<file path="src/rtl/prco_fetch_arb.sv">
// Fetch / load-store arbiter in front of the local on-chip memory: owns the PC,
// issues one-cycle strobes, collects acks, squashes stale fetches, times out lost acks.
module prco_fetch_arb #(
   parameter logic [15:0] P_RESET_VECTOR = 16'h0000,
   parameter int          P_ACK_TIMEOUT  = 15
) (
   input  logic        i_clk,
   input  logic        i_reset,
   input  logic        i_fetch_en,
   input  logic        i_branch_valid,
   input  logic [15:0] i_branch_target,
   input  logic        i_ls_req,
   input  logic        i_ls_we,
   input  logic [15:0] i_ls_addr,
   input  logic [15:0] i_ls_wdata,
   output logic        q_ce_fetch,
   output logic        q_ce_alu,
   output logic        q_mem_we,
   output logic [15:0] q_mem_addr,
   output logic [15:0] q_mem_dina,
   input  logic        i_mem_ack_dec,
   input  logic        i_mem_ack_reg,
   input  logic [15:0] i_mem_douta,
   output logic [15:0] q_instr,
   output logic [15:0] q_instr_pc,
   output logic        q_instr_valid,
   output logic [15:0] q_ls_rdata,
   output logic        q_ls_done,
   output logic        q_err,
   output logic [15:0] q_pc,
   output logic        q_busy
);

   typedef enum logic [1:0] {S_IDLE, S_FETCH, S_LS} state_e;

   localparam logic [8:0] TMO = 9'(P_ACK_TIMEOUT);

   state_e      state_q, state_d;
   logic [15:0] pc_q, pc_d;
   logic [15:0] fetch_pc_q, fetch_pc_d;
   logic        squash_q, squash_d;
   logic [7:0]  cnt_q, cnt_d;
   logic        ce_fetch_q, ce_fetch_d;
   logic        ce_alu_q, ce_alu_d;
   logic        mem_we_q, mem_we_d;
   logic [15:0] mem_addr_q, mem_addr_d;
   logic [15:0] mem_dina_q, mem_dina_d;
   logic [15:0] instr_q, instr_d;
   logic [15:0] instr_pc_q, instr_pc_d;
   logic        instr_valid_q, instr_valid_d;
   logic [15:0] ls_rdata_q, ls_rdata_d;
   logic        ls_done_q, ls_done_d;
   logic        err_q, err_d;
   logic        busy_q, busy_d;
   logic        tmo_hit;

   // Terminal count is reached when this cycle's increment would hit the limit.
   assign tmo_hit = ({1'b0, cnt_q} + 9'd1) == TMO;

   always_comb begin
      state_d       = state_q;
      pc_d          = pc_q;
      fetch_pc_d    = fetch_pc_q;
      squash_d      = squash_q;
      cnt_d         = cnt_q;
      ce_fetch_d    = 1'b0;
      ce_alu_d      = 1'b0;
      mem_we_d      = 1'b0;
      mem_addr_d    = mem_addr_q;
      mem_dina_d    = mem_dina_q;
      instr_d       = instr_q;
      instr_pc_d    = instr_pc_q;
      instr_valid_d = 1'b0;
      ls_rdata_d    = ls_rdata_q;
      ls_done_d     = 1'b0;
      err_d         = 1'b0;

      case (state_q)
         S_IDLE: begin
            if (i_ls_req) begin
               ce_alu_d   = 1'b1;
               mem_we_d   = i_ls_we;
               mem_addr_d = i_ls_addr;
               mem_dina_d = i_ls_wdata;
               cnt_d      = 8'd0;
               state_d    = S_LS;
            end else if (i_fetch_en && !i_branch_valid) begin
               ce_fetch_d = 1'b1;
               mem_addr_d = pc_q;
               fetch_pc_d = pc_q;
               cnt_d      = 8'd0;
               squash_d   = 1'b0;
               state_d    = S_FETCH;
            end
         end
         S_FETCH: begin
            if (i_mem_ack_dec) begin
               // A redirect landing with the ack also makes the word stale.
               if (!(squash_q || i_branch_valid)) begin
                  instr_d       = i_mem_douta;
                  instr_pc_d    = fetch_pc_q;
                  instr_valid_d = 1'b1;
                  pc_d          = pc_q + 16'd1;
               end
               squash_d = 1'b0;
               state_d  = S_IDLE;
            end else if (tmo_hit) begin
               err_d    = 1'b1;
               squash_d = 1'b0;
               state_d  = S_IDLE;
            end else begin
               cnt_d = cnt_q + 8'd1;
               if (i_branch_valid) squash_d = 1'b1;
            end
         end
         S_LS: begin
            if (i_mem_ack_reg) begin
               ls_rdata_d = i_mem_douta;
               ls_done_d  = 1'b1;
               state_d    = S_IDLE;
            end else if (tmo_hit) begin
               err_d   = 1'b1;
               state_d = S_IDLE;
            end else begin
               cnt_d = cnt_q + 8'd1;
            end
         end
         default: state_d = S_IDLE;
      endcase

      // Redirect wins over the post-fetch increment in every state.
      if (i_branch_valid) pc_d = i_branch_target;

      busy_d = (state_d != S_IDLE);
   end

   always_ff @(posedge i_clk or negedge i_reset) begin
      if (!i_reset) begin
         state_q       <= S_IDLE;
         pc_q          <= P_RESET_VECTOR;
         fetch_pc_q    <= 16'h0000;
         squash_q      <= 1'b0;
         cnt_q         <= 8'd0;
         ce_fetch_q    <= 1'b0;
         ce_alu_q      <= 1'b0;
         mem_we_q      <= 1'b0;
         mem_addr_q    <= 16'h0000;
         mem_dina_q    <= 16'h0000;
         instr_q       <= 16'h0000;
         instr_pc_q    <= 16'h0000;
         instr_valid_q <= 1'b0;
         ls_rdata_q    <= 16'h0000;
         ls_done_q     <= 1'b0;
         err_q         <= 1'b0;
         busy_q        <= 1'b0;
      end else begin
         state_q       <= state_d;
         pc_q          <= pc_d;
         fetch_pc_q    <= fetch_pc_d;
         squash_q      <= squash_d;
         cnt_q         <= cnt_d;
         ce_fetch_q    <= ce_fetch_d;
         ce_alu_q      <= ce_alu_d;
         mem_we_q      <= mem_we_d;
         mem_addr_q    <= mem_addr_d;
         mem_dina_q    <= mem_dina_d;
         instr_q       <= instr_d;
         instr_pc_q    <= instr_pc_d;
         instr_valid_q <= instr_valid_d;
         ls_rdata_q    <= ls_rdata_d;
         ls_done_q     <= ls_done_d;
         err_q         <= err_d;
         busy_q        <= busy_d;
      end
   end

   assign q_ce_fetch    = ce_fetch_q;
   assign q_ce_alu      = ce_alu_q;
   assign q_mem_we      = mem_we_q;
   assign q_mem_addr    = mem_addr_q;
   assign q_mem_dina    = mem_dina_q;
   assign q_instr       = instr_q;
   assign q_instr_pc    = instr_pc_q;
   assign q_instr_valid = instr_valid_q;
   assign q_ls_rdata    = ls_rdata_q;
   assign q_ls_done     = ls_done_q;
   assign q_err         = err_q;
   assign q_pc          = pc_q;
   assign q_busy        = busy_q;

endmodule

</file>
<file path="config.mk">
export PLATFORM = sky130hd
export DESIGN_NAME = prco_fetch_arb
export DESIGN_NICKNAME = d
export VERILOG_FILES = /design/src/rtl/prco_fetch_arb.sv
export SDC_FILE = /design/constraint.sdc
export NUM_CORES = 1
export LEC_CHECK = 0
export ABC_AREA = 0
export CELL_PAD_IN_SITES_DETAIL_PLACEMENT = 0
export CELL_PAD_IN_SITES_GLOBAL_PLACEMENT = 1
export CORE_MARGIN = 1.5
export CORE_UTILIZATION = 31
export DETAILED_ROUTE_END_ITERATION = 8
export PLACE_DENSITY_LB_ADDON = 0.25
export SLEW_MARGIN = 0
export SYNTH_ARGS = -nofsm -noshare
export SYNTH_HDL_FRONTEND = slang
export SYNTH_SLANG_ARGS = --single-unit
</file>
<file path="constraint.sdc">
create_clock -name i_clk -period 2.2 [get_ports i_clk]
set_input_delay 0.66 -clock i_clk [delete_from_list [all_inputs] [get_ports i_clk]]
set_output_delay 0.66 -clock i_clk [all_outputs]
set_load 0.1 [all_outputs]
</file>
==> impl_metrics.tcl, run 1 <==
set metrics [dict create \
    io_buffers 174 \
    path_buf_inv 2 \
    slowest_delay_ns 0.43 \
    globalRouteOverflowTotal 0 \
    drc 0 \
    path_class "register to register" \
    fin_crit_sh 0.8479 \
    async_flop_share 1.000 \
    first_global_vias 4174 \
    root_buffer "clkbuf_16" \
    synth_seq_area_share 0.5798 \
    rows 49 \
    yosysWarnings 0 \
    synth_top_area_frac 0.5798 \
    dp_hpwl_mm 10.27 \
    r2r-end "q_instr_pc[2]$_DFFE_PN0P_" \
    synth-seq-cells 130 \
    clk_latency_ns 0.41 \
    htreeDepth 4 \
    grt_max_degree 55 \
    netlist_area_um2 5610 \
    avgViaCountPerCell 4.671 \
    area_growth_pct 48.80 \
    coreArea_um2 17840 \
    yosysUniqueCellTypes 49 \
    crit_slowest_cell "dfrtp_1" \
    syn_area_per_cell_um2 12.66 \
    clock_path_buffers 2 \
    drt_iter0_drc 141 \
    synthesis.instances 443 \
    die_h_um 137.5 \
    cts_made_buffers 17 \
    crit_path_start_kind "register" \
    fin_worst_skew_ns 0.008980 \
    fmax_mhz 536.1 \
    synthFlopType "dfrtp_1" \
    setup_viol 0 \
    post_cts_buffers 0 \
    track_usage 0.1550 \
    first_pass_iters 4 \
    synth_top_area_cell "dfrtp_1" \
    dieWidth_um 137.5 \
    clock_sinks 130 \
    grt_pass1_wl_mm 22.02 \
    outcome "completed" \
    num_antenna_cells 0 \
    ant_nets 0 \
    wirelength_mm 14.17 \
    synth_edf_count 0 \
    finalHoldViolCount 0 \
    critical_path.top_delay_family "flip-flops" \
    maxCapViolCount 0 \
    path_clk_slew_ns 0.05 \
    cp_cell_sequence "inv_1 > ha_1 > nand2_1 > nor3_4 > buf_4 > mux2_2" \
    pre_cts_slack_ns -0.06853 \
    wl_per_cell_um 16.17 \
    worst_pin_slew_ns 0.3612 \
    r2r_slack_ns 0.33 \
    hp-class "input port to async pin" \
    end_kind "register" \
    finalWorstSetupSlack_ns 0.3347 \
    rr_worst_depth 6 \
    layout-drive-gt1-share 0.3679 \
    io_pins 175 \
    synth_common_cells "dfrtp_1 (130), mux2_2 (73), nand2_1 (45), o21ai_0 (30), mux2i_1 (17)" \
    synth.area.top_cells "dfrtp_1 (58%), mux2_2 (15%), mux2i_1 (3.0%), nand2_1 (3.0%), o21ai_0 (2.7%)" \
    cp_data_required_time_ns 2.49 \
    min_period_ns 1.865 \
    die_area_um2 18910 \
    r2r_start "state_q[1]$_DFF_PN0_" \
    syn_nets 522 \
    cts_tree "done" \
    cts_hold_buffers 0 \
    crit_arrival_ns 2.16 \
    rsz0062_at_grt "false" \
    vias 4092 \
    floorplan.initialDensity 0.3145 \
    cp_max_fo 10 \
    drv_slew 0 \
    slew_headroom 0.7592 \
    antenna_found_initial 0 \
    synth_most_common_cell "dfrtp_1" \
    fin_nets 716 \
    place_congestion 0.7619 \
    cts.repair.resized 0 \
]
layout make-up:
type | count | area, um2
fillers | 1598 | 9493
flip-flops and latches | 130 | 3253
multi-input cells | 280 | 2212
repair buffers | 196 | 1988
clock buffers | 22 | 484.2
well taps | 229 | 286.5
clock inverters | 7 | 78.83
inverters | 12 | 45.04
registers in the layout (all words and copies together), names as in the netlist, 8 cells and up:
register and count:
q_pc 16, cnt_q 8, q_ls_rdata 16, fetch_pc_q 16, q_instr_pc 16, q_mem_dina 16
q_instr 16, q_mem_addr 16
cells in the final DEF (no fill, tap or decap), types with 4 or more instances in the layout:
cell type          n
nor2_1             5
clkbuf_8           4
mux2_1             8
nand3_1            7
xnor2_1            4
clkdlybuf4s50_1   70
a21oi_1            6
xor2_1            13
o21ai_1            8
nand4_1            4
buf_12            27
buf_4             98
clkbuf_16         17
mux2i_1           17
and3_1            10
o21ai_0           30
dfrtp_1          130
mux2_2            73
nand2b_1           4
nand2_1           45
ha_1               7
inv_1             11
o31ai_1            4
worst max path at each step:
| stage | startpoint | to | slack (ns) | depth (start not counted) |
|---|---|---|---|---|
| 2_1_floorplan | q_pc[3]$_DFFE_PN0P_ | q_pc[15]$_DFFE_PN0P_ | 0.15 | 6 |
| 3_3_place_gp | i_branch_valid | q_busy$_DFF_PN0_ | -0.04 | 7 |
| 3_5_place_dp | i_ls_req | cnt_q[7]$_DFFE_PN0P_ | -0.07 | 6 |
| 4_1_cts | state_q[1]$_DFF_PN0_ | q_instr_pc[6]$_DFFE_PN0P_ | 0.33 | 6 |
| 5_1_grt | state_q[1]$_DFF_PN0_ | q_pc[14]$_DFFE_PN0P_ | 0.21 | 7 |
| 6_report | state_q[1]$_DFF_PN0_ | q_instr_pc[2]$_DFFE_PN0P_ | 0.33 | 6 |
per-layer routing:
metal / vias to the layer above / GRT usage / part of all wire
met2: 141 / 0.2461 / 0.46
met1: 1973 / 0.1912 / 0.44
li1: 1961 / - / -
met4: 0 / 0.06316 / 0.016
met5: - / 0 / 0
met3: 17 / 0.05556 / 0.081
metrics by stage:
step | setup TNS [ns] | hold WS, ns | instance area [um2] | cells | util
after global routing | 0 | 0.1317 | 8348 | 876 | 0.4679
final | 0 | 0.1263 | 8348 | 876 | 0.4679
after detailed placement | -1.366 | 0.4756 | 7785 | 847 | 0.4364
after CTS | 0 | 0.1189 | 8348 | 876 | 0.4679
after global placement | -0.4147 | 0.4683 | 7785 | 847 | 0.4364
after floorplan | 0 | 0.3644 | 5610 | 443 | -
logic make-up (layout without fill, tap and decap cells):
logic type      Yosys count  count (layout)  synth area share
flops                   130             130            0.5798
mux                      98              98            0.1929
simple gates             92              92           0.08474
compound gates           66              66           0.07226
buf+inv                  33             237           0.02810
xor+xnor                 17              17           0.02654
fa+ha+maj                 7               7           0.01561
Power of run 1 is left out: the tool's default activity adds up to more than one toggle a clock period on the data nets, which glitch-free logic cannot reach.
==> run 2, diff against run 1 <==
clock period = 1.8 ns   (was 2.2 ns; I/O delays follow)
==> run 2 against run 1 <==
Against the previous run: global-route usage is 0.45 points higher; flip-flop and latch count stayed put; non-clock buffer count is 14 higher; setup slack worse by 0.31 ns; clock skew hardly changed; register-to-register slack worse by 0.27 ns.
==> impl_metrics.tcl, run 2 (synthesized netlist as in run 1, its figures left out) <==
set metrics [dict create \
    dieWidth_um 137.5 \
    io_buffers 174 \
    rr_worst_depth 7 \
    r2r-end "q_instr[12]$_DFFE_PN0P_" \
    critical_path.top_delay_family "buffers and inverters" \
    slowest_delay_ns 0.52 \
    multi_input_area_um2 2243 \
    fin_nets 730 \
    rows 49 \
    layout-drive-gt1-share 0.4124 \
    cp_cell_sequence "clkdlybuf4s50_1 > buf_4 > nand2b_1 > nor2_4 > buf_4 > o211ai_1 > and2_1 > a32oi_1" \
    drt_iter0_drc 133 \
    first_global_vias 4382 \
    vias 4192 \
    globalRouteOverflowTotal 0 \
    ant_nets 0 \
    fin_worst_skew_ns 0.009441 \
    grt_pass1_wl_mm 22.98 \
    r2r_slack_ns 0.06 \
    whs_ns 0.05968 \
    grt_max_degree 46 \
    htreeDepth 4 \
    cp_data_required_time_ns 2.12 \
    final_common_cell "dfrtp_1" \
    crit_arrival_ns 2.09 \
    pre_cts_slack_ns -0.3992 \
    path_buf_inv 3 \
    path_class "input port to register" \
    clock_path_buffers 2 \
    worst_pin_slew_ns 0.4756 \
    antenna_found_initial 1 \
    n_fill_cell 1494 \
    crit_path_start_kind "input port" \
    clock_sinks 130 \
    regArea_um2 3269 \
    avgViaCountPerCell 4.700 \
    finalWorstSetupSlack_ns 0.02497 \
    post-route-util 0.5350 \
    die_h_um 137.5 \
    cts_hold_buffers 0 \
    rsz0062_at_grt "true" \
    finalHoldViolCount 0 \
    layout_common_cells "dfrtp_1 (117), buf_12 (109), mux2_2 (73), clkdlybuf4s50_1 (69), nand2_1 (44)" \
    wirelength_mm 14.78 \
    cp_max_fo 9 \
    cts_tree "done" \
    hp-class "input port to async pin" \
    io_pins 175 \
    dp_hpwl_mm 10.79 \
    outcome "completed" \
    clk_latency_ns 0.41 \
    die_area_um2 18910 \
    final_area_um2 9544 \
    fmax_mhz 563.4 \
    cts_made_buffers 17 \
    coreArea_um2 17840 \
    r2r_start "state_q[1]$_DFF_PN0_" \
    wl_per_cell_um 16.57 \
    drv_slew 0 \
    drc 0 \
    track_usage 0.1595 \
    min_period_ns 1.775 \
    end_kind "register" \
    crit_slowest_cell "clkdlybuf4s50_1" \
    maxCapViolCount 0 \
    cpMostUsedCell "buf_4" \
    fin_crit_sh 0.9861 \
    slew_headroom 0.6829 \
    place_area_um2 8902 \
    setup_viol 0 \
    floorplan.initialDensity 0.3145 \
    place_congestion 0.7898 \
    path_clk_slew_ns 0.06 \
    area_growth_pct 70.12 \
    root_buffer "clkbuf_16" \
    first_pass_iters 4 \
]
==> run 2: layout make-up <==
cell class | instances | share of cell area
Inverter | 12 | 0.004719
Tap cell | 229 | 0.03002
Sequential cell | 130 | 0.3426
Multi-Input combinational cell | 280 | 0.2351
Timing Repair Buffer | 210 | 0.3289
Antenna cell | 1 | 0.0002622
Clock buffer | 25 | 0.05296
Clock inverter | 5 | 0.005506
==> run 2: worst max-delay path by stage <==
stage	start	end	slack (ns)	depth (start not counted)
finish	i_fetch_en	q_busy$_DFF_PN0_	0.02	8
global route	state_q[0]$_DFF_PN0_	cnt_q[7]$_DFFE_PN0P_	-0.02	7
CTS	i_branch_valid	q_busy$_DFF_PN0_	0.02	7
detailed placement	i_branch_valid	q_busy$_DFF_PN0_	-0.40	7
global placement	i_branch_valid	q_busy$_DFF_PN0_	-0.34	7
floorplan	q_pc[11]$_DFFE_PN0P_	q_pc[15]$_DFFE_PN0P_	0.02	4
==> run 2: layer usage <==
metal  part of all wire  vias up  GRT usage
met4             0.0069        0    0.04269
li1                   -     1981          -
met5                  0        -          0
met2               0.49      135     0.2592
met1               0.43     2069     0.1980
met3              0.076        7    0.06144
==> run 2: repair_timing <==
item | in CTS | in global routing
cloned | 0 | 1
setup buffers | 0 | 1
hold endpoints to repair | 0 | 0
gates resized for setup | 1 | 14
setup endpoints to repair | 2 | 57
==> run 2: through the flow <==
| stage | setup TNS (ns) | instances |
|---|---|---|
| global placement | -29.03 | 859 |
| floorplan | 0 | 443 |
| finish | 0 | 892 |
| detailed placement | -29.59 | 859 |
| CTS | 0 | 889 |
| global route | -0.07197 | 891 |
Power of run 2 is left out for the same reason.
==> run 3, diff against run 2 <==
CELL_PAD_IN_SITES_DETAIL_PLACEMENT = default   (was 0)
CELL_PAD_IN_SITES_GLOBAL_PLACEMENT = default   (was 1)
==> run 3 against run 2 <==
Against the previous run: via count increased by 0.36%; sequential share of layout area barely moved; maximum frequency is 1.6% higher.
==> impl_metrics.tcl, run 3 (synthesized netlist as in run 1, its figures left out) <==
set metrics [dict create \
    hp-class "input port to async pin" \
    maxCapViolCount 0 \
    fin_nets 726 \
    clock_path_buffers 2 \
    wirelength_mm 14.93 \
    root_buffer "clkbuf_16" \
    io_buffers 174 \
    outcome "completed" \
    critical_path.top_delay_family "simple AND/OR/NAND/NOR gates" \
    floorplan.initialDensity 0.3145 \
    cts_hold_buffers 0 \
    die_area_um2 18910 \
    path_class "register to register" \
    cp_data_required_time_ns 2.13 \
    end_kind "register" \
    worst_pin_slew_ns 0.4017 \
    die_h_um 137.5 \
    final_common_cell "dfrtp_1" \
    clk_latency_ns 0.41 \
    dp_hpwl_mm 10.88 \
    grt_pass1_wl_mm 23.56 \
    rsz0062_at_grt "true" \
    area_growth_pct 70.18 \
    min_period_ns 1.748 \
    setup_viol 0 \
    vias 4207 \
    layout-drive-gt1-share 0.4167 \
    fin_crit_sh 0.9709 \
    cp_max_fo 5 \
    drc 0 \
    finalHoldViolCount 0 \
    first_pass_iters 4 \
    drt_iter0_drc 125 \
    cp_cell_sequence "inv_1 > ha_2 > and3b_2 > buf_4 > and3_1 > nand4_1 > xor2_1 > o21ai_1" \
    fmax_mhz 572.2 \
    slowest_delay_ns 0.37 \
    crit_path_start_kind "register" \
    slew_headroom 0.7322 \
    crit_slowest_cell "dfrtp_1" \
    cts_tree "done" \
    wl_per_cell_um 16.79 \
    dieWidth_um 137.5 \
    fin_worst_skew_ns 0.006514 \
    dp.cells 855 \
    layout.cells.non_filler 889 \
    coreArea_um2 17840 \
    num_antenna_cells 0 \
    track_usage 0.1639 \
    drv_slew 0 \
    grt_max_degree 52 \
    antenna_found_initial 0 \
    io_pins 175 \
    globalRouteOverflowTotal 0 \
    ant_nets 0 \
    avgViaCountPerCell 4.732 \
    first_global_vias 4610 \
    rows 49 \
    cts_made_buffers 17 \
    layout_common_cells "dfrtp_1 (116), buf_12 (109), mux2_2 (73), clkdlybuf4s50_1 (69), nand2_1 (44)" \
    path_buf_inv 2 \
    clock_sinks 130 \
    path_clk_slew_ns 0.06 \
    place_congestion 0.7888 \
    htreeDepth 4 \
    crit_arrival_ns 2.08 \
]
-- run 3: final timing paths --
check / start / end / cells past startpoint / slack, ns
worst max-delay path: state_q[1]$_DFF_PN0_ / q_pc[6]$_DFFE_PN0P_ / 8 / 0.05
worst min-delay path: i_reset / q_mem_addr[8]$_DFFE_PN0P_ / 1 / 0.03
worst max register to register: state_q[1]$_DFF_PN0_ / q_pc[6]$_DFFE_PN0P_ / 8 / 0.05
worst min register to register: fetch_pc_q[14]$_DFFE_PN0P_ / q_instr_pc[14]$_DFFE_PN0P_ / 1 / 0.50
max in group asynchronous: i_reset / q_pc[6]$_DFFE_PN0P_ / 2 / 1.11
min in group i_clk: fetch_pc_q[14]$_DFFE_PN0P_ / q_instr_pc[14]$_DFFE_PN0P_ / 1 / 0.50
-- run 3: metal layers --
| metal | global-route usage | vias to the layer above | share of wire |
|---|---|---|---|
| met5 | 0 | - | 0 |
| met4 | 0.06082 | 0 | 0.016 |
| met3 | 0.06623 | 15 | 0.086 |
| li1 | - | 1980 | - |
| met2 | 0.2653 | 158 | 0.48 |
| met1 | 0.1960 | 2054 | 0.42 |
-- run 3: what timing repair did --
item                       4_1_cts  5_1_grt
buffers inserted                 0        1
gates cloned                     0        1
hold endpoints to repair         0        0
setup endpoints to repair        2       56
pin swaps                        0        1
gates resized for setup          1       16
-- run 3: layout make-up --
class / instances / area, um2
Inverter: 12 / 45.04
Multi-Input combinational cell: 280 / 2255
Timing Repair Buffer: 206 / 3113
Fill cell: 1476 / 8293
Clock buffer: 20 / 446.7
Sequential cell: 130 / 3271
Tap cell: 229 / 286.5
Clock inverter: 12 / 131.4
-- run 3: worst register-to-register path, delay by kind of cell, from the launching register on --
kind | cells | cell delay (ns)
and+or+nand+nor | 3 | 0.57
DFF | 1 | 0.37
adders and majority gates | 1 | 0.24
buffers and inverters | 2 | 0.21
xor gates and xnor gates | 1 | 0.16
AOI/OAI and AO/OA | 1 | 0.12
-- run 3: through the flow --
step	setup slack [ns]	util	area (um2)	hold WS [ns]	setup TNS (ns)
finish	0.05243	0.5352	9548	0.02691	0
global placement	-0.3032	0.4973	8872	0.4679	-24.41
global route	-0.03838	0.5352	9548	0.03799	-0.7498
floorplan	0.01604	-	5624	0.2444	0
CTS	0.0009057	0.5298	9453	0.02552	0
detailed placement	-0.3573	0.4973	8872	0.4775	-28.21
Power of run 3 is left out for the same reason.
